<file path="src/rtl/aibcr3_rstseq_fsm_if.sv">
// Handshake bundle between the reset sequencer and its surroundings:
// synchronized enable and domain-B acknowledge in, reset/status flags out.
interface aibcr3_rstseq_fsm_if;
    logic EN_SYNC;
    logic ACK_B;
    logic RSTN_A;
    logic RSTN_B;
    logic DONE;
    logic BUSY;

    modport master (output EN_SYNC, output ACK_B,
                    input  RSTN_A, input RSTN_B, input DONE, input BUSY);
    modport slave  (input  EN_SYNC, input ACK_B,
                    output RSTN_A, output RSTN_B, output DONE, output BUSY);
endinterface

</file>
<file path="src/rtl/aibcr3_rstseq_fsm.sv">
// Reset release sequencer: releases domain A, then domain B, after programmable delays.
// Define AIBCR3_RSTSEQ_ACK_EN to hold DONE until domain B acknowledges with ACK_B.
module aibcr3_rstseq_fsm #(
    parameter int CNT_W = 8,
    parameter int DLY_A = 4,
    parameter int DLY_B = 8
) (
    input logic                   CK,
    input logic                   CLR_N,
    aibcr3_rstseq_fsm_if.slave    bus
);
    localparam longint MAX_DLY = (longint'(1) << CNT_W) - 1;

    generate
        if (DLY_A < 1 || longint'(DLY_A) > MAX_DLY) begin : g_bad_dly_a
            $fatal(1, "aibcr3_rstseq_fsm: DLY_A out of range");
        end
        if (DLY_B < 1 || longint'(DLY_B) > MAX_DLY) begin : g_bad_dly_b
            $fatal(1, "aibcr3_rstseq_fsm: DLY_B out of range");
        end
    endgenerate

    localparam logic [CNT_W-1:0] W_DLY_A = CNT_W'(DLY_A);
    localparam logic [CNT_W-1:0] W_DLY_B = CNT_W'(DLY_B);
    localparam logic [CNT_W-1:0] W_ONE   = CNT_W'(1);

    typedef enum logic [2:0] {
        S_IDLE,
        S_CNT_A,
        S_CNT_B,
`ifdef AIBCR3_RSTSEQ_ACK_EN
        S_WAIT_ACK,
`endif
        S_DONE
    } state_t;

    state_t             r_state, w_nxt_state;
    logic [CNT_W-1:0]   r_cnt, w_nxt_cnt;
    logic               r_rstn_a, w_nxt_rstn_a;
    logic               r_rstn_b, w_nxt_rstn_b;
    logic               r_done, w_nxt_done;
    logic               r_busy, w_nxt_busy;

    always_ff @(posedge CK or negedge CLR_N) begin
        if (!CLR_N) begin
            r_state  <= S_IDLE;
            r_cnt    <= '0;
            r_rstn_a <= 1'b0;
            r_rstn_b <= 1'b0;
            r_done   <= 1'b0;
            r_busy   <= 1'b0;
        end else begin
            r_state  <= w_nxt_state;
            r_cnt    <= w_nxt_cnt;
            r_rstn_a <= w_nxt_rstn_a;
            r_rstn_b <= w_nxt_rstn_b;
            r_done   <= w_nxt_done;
            r_busy   <= w_nxt_busy;
        end
    end

    always_comb begin
        w_nxt_state  = r_state;
        w_nxt_cnt    = r_cnt;
        w_nxt_rstn_a = r_rstn_a;
        w_nxt_rstn_b = r_rstn_b;
        w_nxt_done   = r_done;
        w_nxt_busy   = r_busy;

        // Enable loss outranks every other transition, including a counter match.
        if (r_state != S_IDLE && !bus.EN_SYNC) begin
            w_nxt_state  = S_IDLE;
            w_nxt_cnt    = '0;
            w_nxt_rstn_a = 1'b0;
            w_nxt_rstn_b = 1'b0;
            w_nxt_done   = 1'b0;
            w_nxt_busy   = 1'b0;
        end else begin
            case (r_state)
                S_IDLE: begin
                    if (bus.EN_SYNC) begin
                        w_nxt_state = S_CNT_A;
                        w_nxt_cnt   = W_ONE;
                        w_nxt_busy  = 1'b1;
                    end
                end
                S_CNT_A: begin
                    if (r_cnt == W_DLY_A) begin
                        w_nxt_state  = S_CNT_B;
                        w_nxt_cnt    = W_ONE;
                        w_nxt_rstn_a = 1'b1;
                    end else begin
                        w_nxt_cnt = r_cnt + W_ONE;
                    end
                end
                S_CNT_B: begin
                    if (r_cnt == W_DLY_B) begin
                        w_nxt_rstn_b = 1'b1;
`ifdef AIBCR3_RSTSEQ_ACK_EN
                        w_nxt_state  = S_WAIT_ACK;
`else
                        w_nxt_state  = S_DONE;
                        w_nxt_done   = 1'b1;
                        w_nxt_busy   = 1'b0;
`endif
                    end else begin
                        w_nxt_cnt = r_cnt + W_ONE;
                    end
                end
`ifdef AIBCR3_RSTSEQ_ACK_EN
                S_WAIT_ACK: begin
                    if (bus.ACK_B) begin
                        w_nxt_state = S_DONE;
                        w_nxt_done  = 1'b1;
                        w_nxt_busy  = 1'b0;
                    end
                end
`endif
                S_DONE: begin
                end
                default: begin
                    w_nxt_state  = S_IDLE;
                    w_nxt_cnt    = '0;
                    w_nxt_rstn_a = 1'b0;
                    w_nxt_rstn_b = 1'b0;
                    w_nxt_done   = 1'b0;
                    w_nxt_busy   = 1'b0;
                end
            endcase
        end
    end

    assign bus.RSTN_A = r_rstn_a;
    assign bus.RSTN_B = r_rstn_b;
    assign bus.DONE   = r_done;
    assign bus.BUSY   = r_busy;
endmodule

</file>
<file path="src/flat_wrapper.sv">
// flat-port wrapper written by rule: the top's interface ports become plain ports
module aibcr3_rstseq_fsm_flat 
#(
    parameter int CNT_W = 8,
    parameter int DLY_A = 4,
    parameter int DLY_B = 8
)
  (CK, CLR_N, bus_EN_SYNC, bus_ACK_B, bus_RSTN_A, bus_RSTN_B, bus_DONE, bus_BUSY);
  aibcr3_rstseq_fsm_if bus_i ();
  input logic CK;
  input logic CLR_N;
  input wire logic [$bits(bus_i.EN_SYNC)-1:0] bus_EN_SYNC;
  input wire logic [$bits(bus_i.ACK_B)-1:0] bus_ACK_B;
  output wire logic [$bits(bus_i.RSTN_A)-1:0] bus_RSTN_A;
  output wire logic [$bits(bus_i.RSTN_B)-1:0] bus_RSTN_B;
  output wire logic [$bits(bus_i.DONE)-1:0] bus_DONE;
  output wire logic [$bits(bus_i.BUSY)-1:0] bus_BUSY;
  assign bus_i.EN_SYNC = bus_EN_SYNC;
  assign bus_i.ACK_B = bus_ACK_B;
  assign bus_RSTN_A = bus_i.RSTN_A;
  assign bus_RSTN_B = bus_i.RSTN_B;
  assign bus_DONE = bus_i.DONE;
  assign bus_BUSY = bus_i.BUSY;
  aibcr3_rstseq_fsm #(.CNT_W(CNT_W), .DLY_A(DLY_A), .DLY_B(DLY_B)) u_core (.CK(CK), .CLR_N(CLR_N), .bus(bus_i));
endmodule
</file>
<file path="config.mk">
export PLATFORM = sky130hd
export DESIGN_NAME = aibcr3_rstseq_fsm_flat
export DESIGN_NICKNAME = d
export VERILOG_FILES = /design/src/rtl/aibcr3_rstseq_fsm_if.sv /design/src/rtl/aibcr3_rstseq_fsm.sv /design/src/flat_wrapper.sv
export SDC_FILE = /design/constraint.sdc
export NUM_CORES = 1
export LEC_CHECK = 0
export CORE_UTILIZATION = 55
export DETAILED_ROUTE_END_ITERATION = 8
export GPL_ROUTABILITY_DRIVEN = 0
export MAX_ROUTING_LAYER = met4
export PLACE_DENSITY = 0.76
export SLEW_MARGIN = 25
export SYNTH_ARGS = -nofsm -noshare
export SYNTH_HDL_FRONTEND = slang
export SYNTH_SLANG_ARGS = --single-unit
</file>
<file path="constraint.sdc">
create_clock -name CK -period 2.5 [get_ports CK]
set_input_delay 0.5 -clock CK [delete_from_list [all_inputs] [get_ports CK]]
set_output_delay 0.5 -clock CK [all_outputs]
set_load 0.005 [all_outputs]
</file>
==> results of run 1 <==
## cell usage after synthesis, drive strengths merged
cell type,count,area [sq um]
and2b,1,8.76
nor2,13,51.3
nor2b,1,6.26
o21a,1,7.51
o311a,1,11.3
o21ai,4,20.0
nand3,5,25.0
nor3,2,21.3
and4,1,10.0
buf,1,7.51
inv,7,26.3
a21oi,7,35.0
nor4bb,1,10.0
a31oi,3,18.8
or2,3,18.8
or3b,1,8.76
a21o,3,22.5
dfrtp,13,325
o22ai,1,6.26
o2bb2ai,1,8.76
ha,6,75.1
a211oi,2,15.0
mux2i,2,20.0
mux2,1,11.3
xnor2,1,8.76
clkbuf,2,27.5
a22o,5,45.0
or3,1,6.26
a41oi,1,16.3
nand4b,1,8.76
nand2b,1,6.26
nand2,8,30.0
o221a,1,11.3
## logic make-up after synthesis
group,share of synthesized area
buffers and inverters,0.0659
adder cells (fa/ha/maj),0.0806
multiplexers,0.0336
AO/OA/AOI/OAI,0.234
AND/OR/NAND/NOR,0.227
XOR/XNOR,0.00941
flip-flops,0.349
## registers in the layout, summed over array words and instances, names as in the netlist
name	count
u_core.bus.BUSY	1
u_core.bus.RSTN_A	1
u_core.bus.RSTN_B	1
u_core.r_cnt	8
u_core.r_state	2
## per-stage QoR
stage / util / hold WS [ps] / cells
3_3_place_gp: 0.633 / 515 / 121
2_1_floorplan: - / 204 / 102
3_5_place_dp: 0.633 / 523 / 121
5_1_grt: 0.650 / 568 / 125
4_1_cts: 0.650 / 550 / 125
6_report: 0.650 / 548 / 125
## cell type report
| cell class | instances | share of cell area |
|---|---|---|
| inverters | 7 | 0.0262 |
| clock buffers | 4 | 0.0262 |
| repair buffers | 6 | 0.0599 |
| multi-input cells | 79 | 0.543 |
| well taps | 16 | 0.0200 |
| flip-flops and latches | 13 | 0.325 |
## worst min path at each step
stage / startpoint / endpoint / slack (ps)
after floorplan: CLR_N / u_core.bus.BUSY$_DFFE_PN0P_ / 200
after global placement: u_core.r_cnt[1]$_DFFE_PN0P_ / u_core.r_cnt[1]$_DFFE_PN0P_ / 510
after detailed placement: u_core.bus.BUSY$_DFFE_PN0P_ / u_core.bus.BUSY$_DFFE_PN0P_ / 520
after CTS: u_core.bus.RSTN_A$_DFFE_PN0P_ / u_core.bus.RSTN_A$_DFFE_PN0P_ / 550
after global routing: u_core.bus.BUSY$_DFFE_PN0P_ / u_core.bus.BUSY$_DFFE_PN0P_ / 570
final: u_core.bus.RSTN_A$_DFFE_PN0P_ / u_core.bus.RSTN_A$_DFFE_PN0P_ / 550
## per-layer routing
| layer | up-vias | GRT usage | wire length [um] |
|---|---|---|---|
| li1 | 382 | - | - |
| met1 | 379 | 0.331 | 868 |
| met2 | 23 | 0.313 | 742 |
| met3 | 2 | 0.0255 | 84 |
| met4 | 0 | 0.0727 | 10 |
| met5 | - | - | 0 |
## worst max-delay path, cell delays in order (launching register included)
cell and delay (ps):
dfrtp_1 430, inv_1 70, ha_1 170, and2b_2 190, nand4b_1 140, a211oi_1 310
mux2_2 370, a22o_1 180
## power by group through the flow
stage | Clock, uW | Combinational (uW) | Sequential (uW)
after global placement | 0 | 495 | 299
after detailed placement | 0 | 496 | 302
after floorplan | 0 | 404 | 290
after global routing | 139 | 572 | 304
final | 132 | 503 | 297
after CTS | 134 | 502 | 297
==> summary.txt, run 1 <==
Status - finished, final reports clean
Yosys cell types - 36
Port Buffer Count - 6
Routed len/inst - 13.7 um
CP endpoint - u_core.bus.BUSY$_DFFE_PN0P_
Max-Cap Viols - 0
CTS sink cnt - 13
Routed WL - 1.71 mm
Worst vdd ir - 0.000549 V
CTS resizes - 0
Crit Reg-Reg Endpoint - u_core.bus.BUSY$_DFFE_PN0P_
Ports - 8
Cts bufs inserted - 3
Hold path cells - 2
CTS Hold Bufs - 0
Worst slew margin - 0.617
Switching part of the total power - 0.417
Reg2Reg Launch Point - u_core.r_cnt[0]$_DFFE_PN0P_
Die Ht - 43.1 um
Crit path launch type - flip-flop
CP required - 2670 ps
Pin count of the biggest net entering global routing - 14
Die X - 43.1 um
Hpwl dp - 1.23 mm
Post-route cell area - 1000 sq um
Core box area - 1540 sq um
Root Buffer - clkbuf_4
NumNets Final - 120
Final critical-path required period - 1960 ps
Die area - 1860 sq um
HP Class - flip-flop to flip-flop
First-pass GRT wire length - 3.08 mm
Flop2flop setup slack - 540 ps
Critical Path Fanout Max - 5
Critical path arrival - 2130 ps
Multi-input combinational cell area - 544 sq um
Vias per cell - 6.29
Overall routing resource usage - 0.222
CP endpoint kind - flip-flop
Gr ovfl total - 0
Drt first-iter violations - 23
Final Hold Viols - 0
Initial Utilization - 0.604
Mapped Cells - 102
Pre-antenna DRT Iters - 4
Peak Freq - 509 MHz
Most frequent cells in the layout - 13 x dfrtp_1, 12 x nor2_1, 8 x nand2_1
TritonCTS clock tree - done
Crit path kind - flip-flop to flip-flop
Post-route ant nets - 0
Number of fillers in the final layout - 130
RSZ-0062 raised after global routing - no
Syn_area_per_cell - 9.13 sq um
FF-to-FF path depth - 7
Internal power - 544 uW
Seq/Total Area, Yosys - 0.349
DP Worst Slack - 277 ps
Mapped Area - 931 sq um
Initial antenna violation count - 0
Sequential share of power - 0.318
Clock network power share - 0.142
Syn_nets - 112
Tot Pwr - 932 uW
Slew at the pin closest to its max-slew limit - 572 ps
Crit share post-route - 0.786
Setup violators final - 0
Via count - 786
Reg clk slew, reported paths - 90 ps
Leakage power - 0.000454 uW
DRC Markers - 0
Slew Limit Fails - 0
Yosys Warn Count - 0
CTS H-tree depth - 1
Layout area overhead - 7.66%
Setup bufs post-CTS - 0
Comb power frac - 0.540
Flops & latches, synth - 13
Ant. Diodes - 0
Cell Pwr Density - 930 nW/um^2
Clk_skew - 10.5 ps
Placed Area - 976 sq um
Worst-Skew Late Latency - 270 ps
Reg area - 325 sq um
Share of cells above drive strength 1 - 0.128
Vias in the first global route - 712
Final worst slack - 535 ps
# rows - 14
Setup_tns - 0 ps
Sw Pwr - 388 uW
Clock tree buffer depth - 2
Leading cell type in the layout, fill and taps excluded - dfrtp_1
Crit path from - u_core.r_cnt[0]$_DFFE_PN0P_
No activity file was read; power rests on OpenSTA's default activity.
==> run 2, diff against run 1 <==
==> constraint.sdc (replaced) <==
create_clock -name CK -period 1.9 [get_ports CK]
set_input_delay 0.38 -clock CK [delete_from_list [all_inputs] [get_ports CK]]
set_output_delay 0.38 -clock CK [all_outputs]
set_load 0.005 [all_outputs]
==> run 2 against run 1 <==
  * First-iteration DRC count down 4.3%
  * Cell area up 14%
  * Sequential share of layout area down 4.1 points
  * Final cell count up 11%
  * Worst hold slack worse by 83 ps
  * Combinational power up 84%
  * Via count up 9.3%
  * Largest power group unchanged
  * Highest routed layer unchanged
==> summary.txt, run 2 (synthesis results as in run 1) <==
Initial antenna violation count - 0
Ports - 8
Worst-Skew Late Latency - 280 ps
Slowest CP cell - dfrtp_1
Final Hold Viols - 0
Hpwl dp - 1.51 mm
DRC Markers - 0
CTS H-tree depth - 1
Cts bufs inserted - 3
Root Buffer - clkbuf_4
CTS Hold Bufs - 0
Critical Path Fanout Max - 7
Die Ht - 43.1 um
CP endpoint kind - flip-flop
Number of fillers in the final layout - 108
Fin cells - 139
Crit share post-route - 0.969
Switching part of the total power - 0.415
CTS sink cnt - 13
Initial Utilization - 0.604
Post-route ant nets - 0
Peak Freq - 543 MHz
Worst slew margin - 0.598
Gr ovfl total - 0
Slew Limit Fails - 0
TritonCTS clock tree - done
Cell Pwr Density - 1300 nW/um^2
Worst vdd ir - 0.000868 V
Pre-antenna DRT Iters - 4
Critical path arrival - 2070 ps
# rows - 14
Overall routing resource usage - 0.269
Most flops, register - u_core.r_cnt
Leading cell type in the layout, fill and taps excluded - buf_4
CP Cell Sequence - inv_1 > ha_2 > or2_2 > o221a_1 > or3b_1 > nand3_2
DP Worst Slack - -29.9 ps
Via count - 859
Core box area - 1540 sq um
CP required - 2130 ps
Layout area overhead - 23.3%
Sw Pwr - 617 uW
Final worst slack - 59.3 ps
Leakage power - 0.000531 uW
Clock tree buffer depth - 2
Routed WL - 2.22 mm
Crit path launch type - flip-flop
Die X - 43.1 um
Most frequent cells in the layout - 14 x buf_4, 13 x dfrtp_1, 10 x nor2_1
Placed Instances - 132
Crit path buffers/inverters - 1
Drt first-iter violations - 22
Setup violators final - 0
Max-Cap Viols - 0
Clk_skew - 6.42 ps
Ant. Diodes - 0
Sequential share of power - 0.256
Largest regs - u_core.r_cnt x8, u_core.r_state x2
Status - finished, final reports clean
Largest delay share family, worst path - simple AND/OR/NAND/NOR gates
Share of cells above drive strength 1 - 0.301
Die area - 1860 sq um
Worst hold slack - 465 ps
First-pass GRT wire length - 3.59 mm
Largest register FFs - 8
Max incr delay on CP - 430 ps
Slew at the pin closest to its max-slew limit - 601 ps
Final critical-path required period - 1840 ps
Routed len/inst - 15.9 um
Vias per cell - 6.18
Internal power - 871 uW
Comb power frac - 0.621
NumNets Final - 134
Reg clk slew, reported paths - 90 ps
Port Buffer Count - 6
Clock network power share - 0.123
HP Class - primary input to async pin
Vias in the first global route - 776
Pin count of the biggest net entering global routing - 14
Crit path kind - flip-flop to flip-flop
[run 2: metrics by stage]
step / power (uW) / instance area (sq um) / utilization / setup TNS [ps]
global route: 1580 / 1150 / 0.744 / -29.8
floorplan: 913 / 931 / - / 0
finish: 1490 / 1150 / 0.744 / 0
detailed placement: 1150 / 1060 / 0.687 / -35.0
CTS: 1350 / 1090 / 0.707 / 0
global placement: 1130 / 1060 / 0.687 / 0
[run 2: path summary, 6_finish.rpt]
path                                               startpoint                            end  slack, ps  cells after the start
worst max register to register  u_core.r_state[0]$_DFFE_PN0P_  u_core.r_state[1]$_DFFE_PN0P_         60                      6
worst min register to register  u_core.bus.RSTN_A$_DFFE_PN0P_  u_core.bus.RSTN_A$_DFFE_PN0P_        550                      2
worst min-delay path                                    CLR_N  u_core.bus.RSTN_A$_DFFE_PN0P_        460                      1
min in group CK                 u_core.bus.RSTN_A$_DFFE_PN0P_  u_core.bus.RSTN_A$_DFFE_PN0P_        550                      2
worst max-delay path            u_core.r_state[0]$_DFFE_PN0P_  u_core.r_state[1]$_DFFE_PN0P_         60                      6
max in group asynchronous                               CLR_N    u_core.r_cnt[5]$_DFFE_PN0P_       1040                      1
[run 2: power by group through the flow]
stage / Sequential (uW) / Combinational (uW) / Clock (uW)
2_1_floorplan: 381 / 531 / 0
3_5_place_dp: 384 / 771 / 0
4_1_cts: 379 / 786 / 182
5_1_grt: 387 / 999 / 196
6_report: 381 / 924 / 183
3_3_place_gp: 379 / 749 / 0
[run 2: routing by layer]
metal,track usage,up-vias,routed length (um)
met3,0.0426,7,100
met4,0.139,0,56
met5,-,-,0
met2,0.373,33,989
li1,-,412,-
met1,0.375,407,1070
[run 2: worst register-to-register path, delay by kind of cell (launching register included)]
family	cells	cell delay [ps]
adder cells (fa/ha/maj)	1	260
AO/OA/AOI/OAI	1	170
flip-flops	1	430
AND/OR/NAND/NOR	3	780
buffers and inverters	1	150
[run 2: repair_timing]
action	4_1_cts	5_1_grt
pin swaps	0	4
setup endpoints to repair	1	10
gates cloned	0	0
gates resized for setup	1	10
setup buffers	0	3
[run 2: final cells by class]
| type | instances | area [sq um] | share of cell area |
|---|---|---|---|
| Multi-Input combinational cell | 79 | 584 | 0.509 |
| Sequential cell | 13 | 325 | 0.284 |
| Timing Repair Buffer | 20 | 165 | 0.144 |
| Clock buffer | 4 | 26.3 | 0.0229 |
| Inverter | 7 | 26.3 | 0.0229 |
| Tap cell | 16 | 20.0 | 0.0174 |
